==> src/rtl/adder64_seq_ctrl.sv <==
// adder64_seq_ctrl: 64-bit add/subtract built from one shared 16-bit ripple
// slice. The slice is used once per cycle, least-significant slice first.
// A registered carry links consecutive passes. A request is accepted on a
// valid/ready handshake and the result is held until the consumer takes it.

// Shared combinational slice: 16-bit ripple-carry adder, no internal state.
module FullAdder16bit (
   input  logic [15:0] a,
   input  logic [15:0] b,
   input  logic        cin,
   output logic [15:0] sum,
   output logic        cout
);

   logic [16:0] carry_s;

   // Ripple the carry bit by bit through the slice.
   always_comb begin
      carry_s    = 17'd0;
      sum        = 16'd0;
      carry_s[0] = cin;
      for (int i = 0; i < 16; i++) begin
         sum[i]       = a[i] ^ b[i] ^ carry_s[i];
         carry_s[i+1] = (a[i] & b[i]) | (carry_s[i] & (a[i] ^ b[i]));
      end
      cout = carry_s[16];
   end

endmodule

module adder64_seq_ctrl #(
   parameter int WIDTH = 64,
   parameter int SLICE = 16
) (
   input  logic             clk,
   input  logic             rst,
   input  logic             in_valid,
   output logic             in_ready,
   input  logic [WIDTH-1:0] A,
   input  logic [WIDTH-1:0] B,
   input  logic             Cin,
   input  logic             Sub,
   output logic             out_valid,
   input  logic             out_ready,
   output logic [WIDTH-1:0] S,
   output logic             Cout,
   output logic             Ovf,
   output logic             busy
);

   localparam int NSLICE = WIDTH / SLICE;
   localparam int CNT_W  = (NSLICE > 1) ? $clog2(NSLICE) : 1;
   localparam logic [CNT_W-1:0] LAST_CNT = CNT_W'(NSLICE - 1);

   typedef enum logic [1:0] {
      ST_IDLE = 2'b00,
      ST_RUN  = 2'b01,
      ST_DONE = 2'b10
   } state_t;

   state_t             state_r;
   logic [CNT_W-1:0]   cnt_r;
   logic               carry_r;
   // The operand registers shift right one slice per pass. The active slice
   // therefore always sits in the low SLICE bits. On the last pass, bit
   // SLICE-1 holds the operand MSB that the overflow check needs.
   logic [WIDTH-1:0]   a_sh_r;
   logic [WIDTH-1:0]   b_sh_r;
   logic [WIDTH-1:0]   s_r;
   logic               cout_r;
   logic               ovf_r;
   logic               in_ready_r;
   logic               out_valid_r;
   logic               busy_r;

   logic [SLICE-1:0]   slice_sum_s;
   logic               slice_cout_s;

   FullAdder16bit u_slice (
      .a    (a_sh_r[SLICE-1:0]),
      .b    (b_sh_r[SLICE-1:0]),
      .cin  (carry_r),
      .sum  (slice_sum_s),
      .cout (slice_cout_s)
   );

   // Controller FSM: accepts requests, runs the slice passes, holds the
   // result and generates the registered handshake and status outputs.
   always_ff @(posedge clk or posedge rst) begin
      if (rst) begin
         state_r     <= ST_IDLE;
         cnt_r       <= '0;
         carry_r     <= 1'b0;
         a_sh_r      <= '0;
         b_sh_r      <= '0;
         s_r         <= '0;
         cout_r      <= 1'b0;
         ovf_r       <= 1'b0;
         in_ready_r  <= 1'b1;
         out_valid_r <= 1'b0;
         busy_r      <= 1'b0;
      end else begin
         case (state_r)
            ST_IDLE: begin
               if (in_valid && in_ready_r) begin
                  a_sh_r     <= A;
                  // Subtraction is A + ~B + 1, so Cin is ignored when Sub=1.
                  b_sh_r     <= Sub ? ~B : B;
                  carry_r    <= Sub ? 1'b1 : Cin;
                  s_r        <= '0;
                  cnt_r      <= '0;
                  state_r    <= ST_RUN;
                  in_ready_r <= 1'b0;
                  busy_r     <= 1'b1;
               end
            end
            ST_RUN: begin
               for (int k = 0; k < NSLICE; k++) begin
                  if (cnt_r == CNT_W'(k)) begin
                     s_r[k*SLICE +: SLICE] <= slice_sum_s;
                  end
               end
               carry_r <= slice_cout_s;
               a_sh_r  <= a_sh_r >> SLICE;
               b_sh_r  <= b_sh_r >> SLICE;
               if (cnt_r == LAST_CNT) begin
                  cnt_r       <= '0;
                  cout_r      <= slice_cout_s;
                  // Overflow: the operand signs agree and the result sign differs.
                  ovf_r       <= (a_sh_r[SLICE-1] ~^ b_sh_r[SLICE-1]) &
                                 (slice_sum_s[SLICE-1] ^ a_sh_r[SLICE-1]);
                  state_r     <= ST_DONE;
                  busy_r      <= 1'b0;
                  out_valid_r <= 1'b1;
               end else begin
                  cnt_r <= cnt_r + CNT_W'(1);
               end
            end
            ST_DONE: begin
               if (out_ready) begin
                  state_r     <= ST_IDLE;
                  out_valid_r <= 1'b0;
                  in_ready_r  <= 1'b1;
               end
            end
            default: begin
               state_r     <= ST_IDLE;
               cnt_r       <= '0;
               in_ready_r  <= 1'b1;
               out_valid_r <= 1'b0;
               busy_r      <= 1'b0;
            end
         endcase
      end
   end

   assign in_ready  = in_ready_r;
   assign out_valid = out_valid_r;
   assign busy      = busy_r;
   assign S         = s_r;
   assign Cout      = cout_r;
   assign Ovf       = ovf_r;

endmodule

==> config.mk <==
export PLATFORM = sky130hd
export DESIGN_NAME = adder64_seq_ctrl
export DESIGN_NICKNAME = d
export VERILOG_FILES = /design/src/rtl/adder64_seq_ctrl.sv
export SDC_FILE = /design/constraint.sdc
export NUM_CORES = 1
export LEC_CHECK = 0
export CAP_MARGIN = 25
export CORE_UTILIZATION = 32
export CTS_CLUSTER_SIZE = 12
export DETAILED_ROUTE_END_ITERATION = 8
export PLACE_DENSITY_LB_ADDON = 0.25
export SLEW_MARGIN = 20
export SYNTH_ARGS = -nofsm -noshare
export SYNTH_HDL_FRONTEND = slang
export SYNTH_HIERARCHICAL = 1
export SYNTH_SLANG_ARGS = --single-unit
==> constraint.sdc <==
create_clock -name clk -period 17.1 [get_ports clk]
set_input_delay 1.71 -clock clk [delete_from_list [all_inputs] [get_ports clk]]
set_output_delay 1.71 -clock clk [all_outputs]
set_load 0.02 [all_outputs]
# Yosys cells after proc, flatten, opt, wreduce, memory -nomap -nowiden
# Cells that the tools add are included.
[op_classes]
add_sub_neg = 1
n_eq_ne = 11
muxes = 30
bitwise_logic = 87
n_reduce_logical = 15
[ops]
columns = ["op", "n"]
rows = [
  ["$pmux W64 S2", 3],
  ["$mux W64", 4],
  ["$mux W16", 4],
  ["$not A64 Y64", 1],
  ["$and A1 B1 Y1", 33],
  ["$xor A1 B1 Y1", 33],
  ["$reduce_and A3 Y1", 8],
  ["$or A1 B1 Y1", 16],
  ["$ne A2 B2 Y1 const B", 6],
  ["$pmux W2 S3", 2],
  ["$mux W2", 5],
  ["$pmux W1 S3", 3],
  ["$mux W1", 8],
  ["$eq A2 B2 Y1 const B", 3],
  ["$reduce_and A2 Y1", 3],
  ["$eq A2 B1 Y1 const B", 2],
  ["$logic_not A2 Y1", 2],
  ["$not A1 Y1", 3],
  ["$add A2 B1 Y2 const B", 1],
  ["$pmux W1 S2", 1],
  ["$reduce_bool A2 Y1", 1],
  ["$logic_and A1 B1 Y1", 1],
  ["$xnor A1 B1 Y1", 1],
]
[word_totals]
reg_bits = 202
inputBits = 134
output_inout_bits = 69
elab_cells = 158

# Longest topological paths before layout
[logic_depth]
ltp_word = 34
depth_mapped = 23

# Modules after synthesis
# Netlist, hierarchy kept.
[modules_own_cells]
columns = ["module", "instances", "cells_per_inst", "area_each_um2"]
rows = [
  ["adder64_seq_ctrl", 1, 780, 8714.6],
  ["FullAdder16bit", 1, 26, 357.8],
]

# Least setup slack after synthesis
# No wires, ideal clock.
[synth_path]
kind = "reg2reg"
startpoint = "reg a_sh_r[0]"
endpoint = "reg ovf_r (netlist: Ovf)"
setup_time_ns = 0.126
t_arrival_ns = 6.870
required_ns = 16.974
setup_slack_ns = 10.104
path_stages_with_launch = 24
n_path_buf = 0
period_less_slack_ns = 6.996
cell_sequence = "dfrtp_1 fa_1 inv_1 fa_1 inv_1 fa_1 fa_1 fa_1 fa_1 fa_1 fa_1 fa_1 fa_1 fa_1 fa_1 fa_1 fa_1 fa_1 inv_1 fa_1 inv_1 and3b_1 a21oi_1 a21oi_1"
[synth_between]
elab_chain_cells = 34
[synth_rtl]
columns = ["item", "line", "rtl"]
rows = [
  ["from (decl)", "67", "logic [WIDTH-1:0] a_sh_r;"],
  ["from (signal assigned)", "124", "a_sh_r <= a_sh_r >> SLICE;"],
  ["$xor A1 B1 Y1", "24", "carry_s[i+1] = (a[i] & b[i]) | (carry_s[i] & (a[i] ^ b[i]));"],
  ["$and A1 B1 Y1", "24", ""],
  ["$or A1 B1 Y1 (*)", "24", ""],
  ["$and A1 B1 Y1 (*)", "24", ""],
  ["$or A1 B1 Y1 (*)", "24", ""],
  ["$and A1 B1 Y1 (*)", "24", ""],
  ["$or A1 B1 Y1 (*)", "24", ""],
  ["$and A1 B1 Y1 (*)", "24", ""],
  ["(+19 left out)", "--", ""],
  ["$and A1 B1 Y1 (*)", "24", ""],
  ["$or A1 B1 Y1 (*)", "24", ""],
  ["$and A1 B1 Y1 (*)", "24", ""],
  ["$or A1 B1 Y1 (*)", "24", ""],
  ["$xor A1 B1 Y1 (*)", "23", "sum[i] = a[i] ^ b[i] ^ carry_s[i];"],
  ["via slice_sum_s[15]", "76", "logic [SLICE-1:0] slice_sum_s;"],
  ["$xor A1 B1 Y1 (*)", "131", "(slice_sum_s[SLICE-1] ^ a_sh_r[SLICE-1]);"],
  ["$and A1 B1 Y1 (*)", "130", "ovf_r <= (a_sh_r[SLICE-1] ~^ b_sh_r[SLICE-1]) &"],
  ["to (signal assigned)", "130", ""],
  ["to (decl)", "71", "logic ovf_r;"],
]
# Mark *: on every way through the listed nets, which the timed path passes. The rest lies on a longest branch.
# A chain may end at the register's enable or synchronous reset.

# Worst setup path after layout
# Same ends and word-level chain as after synthesis.

==> reports/metrics.cfg <==
[placed_design]
io_buffers = 202
dp.cells = 1327
placed_cell_area_mm2 = 0.0114
pre_cts_slack_ps = 9710
place.gp.congestion = 0.766
place_hpwl_um = 18500

[setup_path]
timing.critical_path.buf_inv = 4
timing.rr.end = Ovf
critPathMaxFanout = 6
ff2ff_path_depth = 23
cp.required_ps = 17460
r2r_slack_ps = 9700
end_kind = flop
criticalPathCategory = flop to flop
crit_path_frequent_cell = fa_1
crit_slowest_cell = fa_1
rr_startpoint = a_sh_r[0]
critPathTopFamily = adder cells
crit_chain = fa_1 -> inv_1 -> fa_1 -> inv_1 -> fa_1 -> fa_1 -> fa_1 -> fa_1 -> fa_1 -> fa_1 -> fa_1 -> fa_1 -> fa_1 -> fa_1 -> fa_1 -> fa_1 -> fa_1 -> inv_1 -> fa_1 -> inv_1 -> and3b_1 -> a21oi_1 -> a21oi_1
crit_arrival_ps = 7760
critPathLaunchType = flop
max_stage_delay_ps = 420

[clock_tree]
clock_path_buffers = 3
clk_pin_slew_ps = 60
htreeDepth = 1
cts_num_sinks = 202
cts_tree = done
cts_resized = 0
postCtsSetupBuffers = 0
clk_latency_ps = 510
cts-root-buf = clkbuf_16
ctsHoldBuffers = 0
cts_buffers = 24

[yosys]
synth_edf_count = 0
ys_seq_area_frac = 0.557
synth-seq-cells = 202
avgSynthCellArea_um2 = 11.3
ys.flop_type = dfrtp_1
ys_types = 36
yosysWarningCount = 6
syn_nets = 961
async_reset_ff_frac = 1.00
syn_area_mm2 = 0.00907
netlist_instances = 806

[power]
leakagePower_nw = 5.30
p_sw_mw = 0.799
power.density_mw_per_mm2 = 180
total_power_mw = 2.21
internal_power_mw = 1.41
p_comb_frac = 0.376
clkPwrFrac = 0.245
vdd_drop_max_mv = 0.0715
seqPwrFrac = 0.379
switching_share = 0.361

[layout]
area_growth_pct = 35.5
final_area_mm2 = 0.0123
fin_nets = 1132
regArea_mm2 = 0.00506
fillers = 2620
drive_above_1_share = 0.0623
fin_util = 0.441
multiInputGateArea_mm2 = 0.00366
final_cells = 1374

[worst_hold_path]
hold_depth = 1
hold_path_end = b_sh_r[47]
min_path_type = flop to flop
min_from = b_sh_r[63]

[floorplan]
rows = 61
die_area_mm2 = 0.0290
core_area_mm2 = 0.0279
die_x_um = 170
ios = 203
start_util = 0.326
fp.dieH_um = 170

[drt]
drt_first_pass_iters = 5
routed_wl_um = 27700
drc_errors = 0
wl_per_cell_um = 20.2
via_count = 7240
drtIter0Drc = 692
via_per_inst = 5.27
ant_nets = 0

[timing]
setup_tns_ps = 0
fmax_mhz = 135
timing.final.max_slew_violations = 0
tightest_slew_ps = 908
finalHoldViolCount = 0
fin_ws_ps = 9700
rsz0062_at_grt = no
hold_slack_ps = 498
finalWorstPathRequiredPeriod_ps = 7400
max-slew-margin-rel = 0.395
setup_viol = 0
fin_skew_ps = 7.39
post-route-period-util = 0.433

[grt]
antenna_found_initial = 1
grt_usage = 0.190
grt-ovfl-total = 0
grt_pass1_vias = 6896
grt_pass1_wl_um = 42100
grt_max_degree = 131

[run]
cap_viol_max_count = 0

[run_status]
status = finished, final reports clean

[cell type report]
class / count / area share
sequential: 202 / 0.411
tap: 378 / 0.0385
antenna: 1 / 0.000204
multi-input combinational: 517 / 0.298
clock inverter: 11 / 0.0128
clock buffer: 33 / 0.0558
inverter: 15 / 0.00519
timing repair buffer: 217 / 0.178
[placed cells by master, fill, tap and decap left out, drive strengths merged, types with 2 or more instances in the layout]
cell type / Yosys / routed
o21ai: 17 / 17
nand3: 30 / 30
clkdlybuf4s50: 0 / 201
a221o: 48 / 48
clkbuf: 35 / 33
inv: 13 / 13
o22ai: 90 / 90
a21o: 4 / 4
xnor2: 64 / 64
ha: 5 / 5
a211oi: 2 / 2
clkinv: 2 / 8
bufinv: 0 / 4
a22o: 64 / 64
nand2: 41 / 41
and3b: 2 / 2
nor2: 68 / 68
a21oi: 46 / 46
buf: 37 / 16
nor3: 8 / 8
fa: 16 / 16
nand3b: 2 / 2
dfrtp: 201 / 201
[cell usage after synthesis, types with 3 or more instances]
library cell	count	area share
a22o_1	64	0.062
clkbuf_1	34	0.014
buf_1	3	0.0012
inv_1	13	0.0054
dfrtp_1	201	0.55
nand2_1	41	0.017
a21o_1	4	0.0033
fa_1	16	0.035
nor2_1	68	0.028
a221o_1	48	0.053
ha_1	5	0.0069
nand3_1	30	0.017
o21ai_0	17	0.0094
o22ai_1	90	0.062
buf_2	30	0.017
a21oi_1	46	0.025
xnor2_1	64	0.062
nor3_1	8	0.0044
[registers in the layout (all words and copies together), names as in the netlist]
register / cells
Ovf: 1
b_sh_r: 64
Cout: 1
a_sh_r: 64
carry_r: 1
S: 64
in_ready: 1
cnt_r: 2
state_r: 2
out_valid: 1
busy: 1
[worst max path at each step]
| stage | cells after the start | slack [ps] | startpoint | end |
|---|---|---|---|---|
| 2_1_floorplan | 1 | 9880 | rst | Cout |
| 3_3_place_gp | 23 | 9810 | a_sh_r[0] | Ovf |
| 3_5_place_dp | 23 | 9710 | a_sh_r[0] | Ovf |
| 4_1_cts | 23 | 9700 | a_sh_r[0] | Ovf |
| 5_1_grt | 23 | 9340 | a_sh_r[0] | Ovf |
| 6_report | 23 | 9700 | a_sh_r[0] | Ovf |
[cell families after synthesis]
| kind of cell | Yosys count | synth area share |
|---|---|---|
| xor gates and xnor gates | 64 | 0.0618 |
| DFF | 202 | 0.557 |
| adders and majority gates | 21 | 0.0422 |
| and+or+nand+nor | 156 | 0.0743 |
| muxes | 1 | 0.00124 |
| AOI/OAI and AO/OA | 275 | 0.220 |
| buffers and inverters | 87 | 0.0428 |
[worst reg2reg max path, stage by stage, from the launching register on]
cell     delay, ps
dfrtp_1        400
fa_1           420
inv_1           70
fa_1           160
inv_1           50
fa_1           380
fa_1           390
fa_1           390
fa_1           400
fa_1           410
fa_1           400
fa_1           410
fa_1           400
fa_1           400
fa_1           390
fa_1           390
fa_1           390
fa_1           370
inv_1           80
fa_1           400
inv_1          160
and3b_1        200
a21oi_1        120
a21oi_1         80
[power groups by stage]
stage / Sequential [mW] / Clock, mW / Combinational (mW)
4_1_cts: 0.838 / 0.552 / 0.833
6_report: 0.838 / 0.543 / 0.832
5_1_grt: 0.865 / 0.571 / 0.905
2_1_floorplan: 0.858 / 0 / 0.468
3_3_place_gp: 0.842 / 0 / 0.804
3_5_place_dp: 0.845 / 0 / 0.830
[layer usage]
metal / wire length, um / global-route usage
met1: 13100 / 0.279
met2: 12400 / 0.283
met3: 1610 / 0.0316
met4: 652 / 0.0576
met5: 0 / 0
No activity file was read; power rests on OpenSTA's default activity.
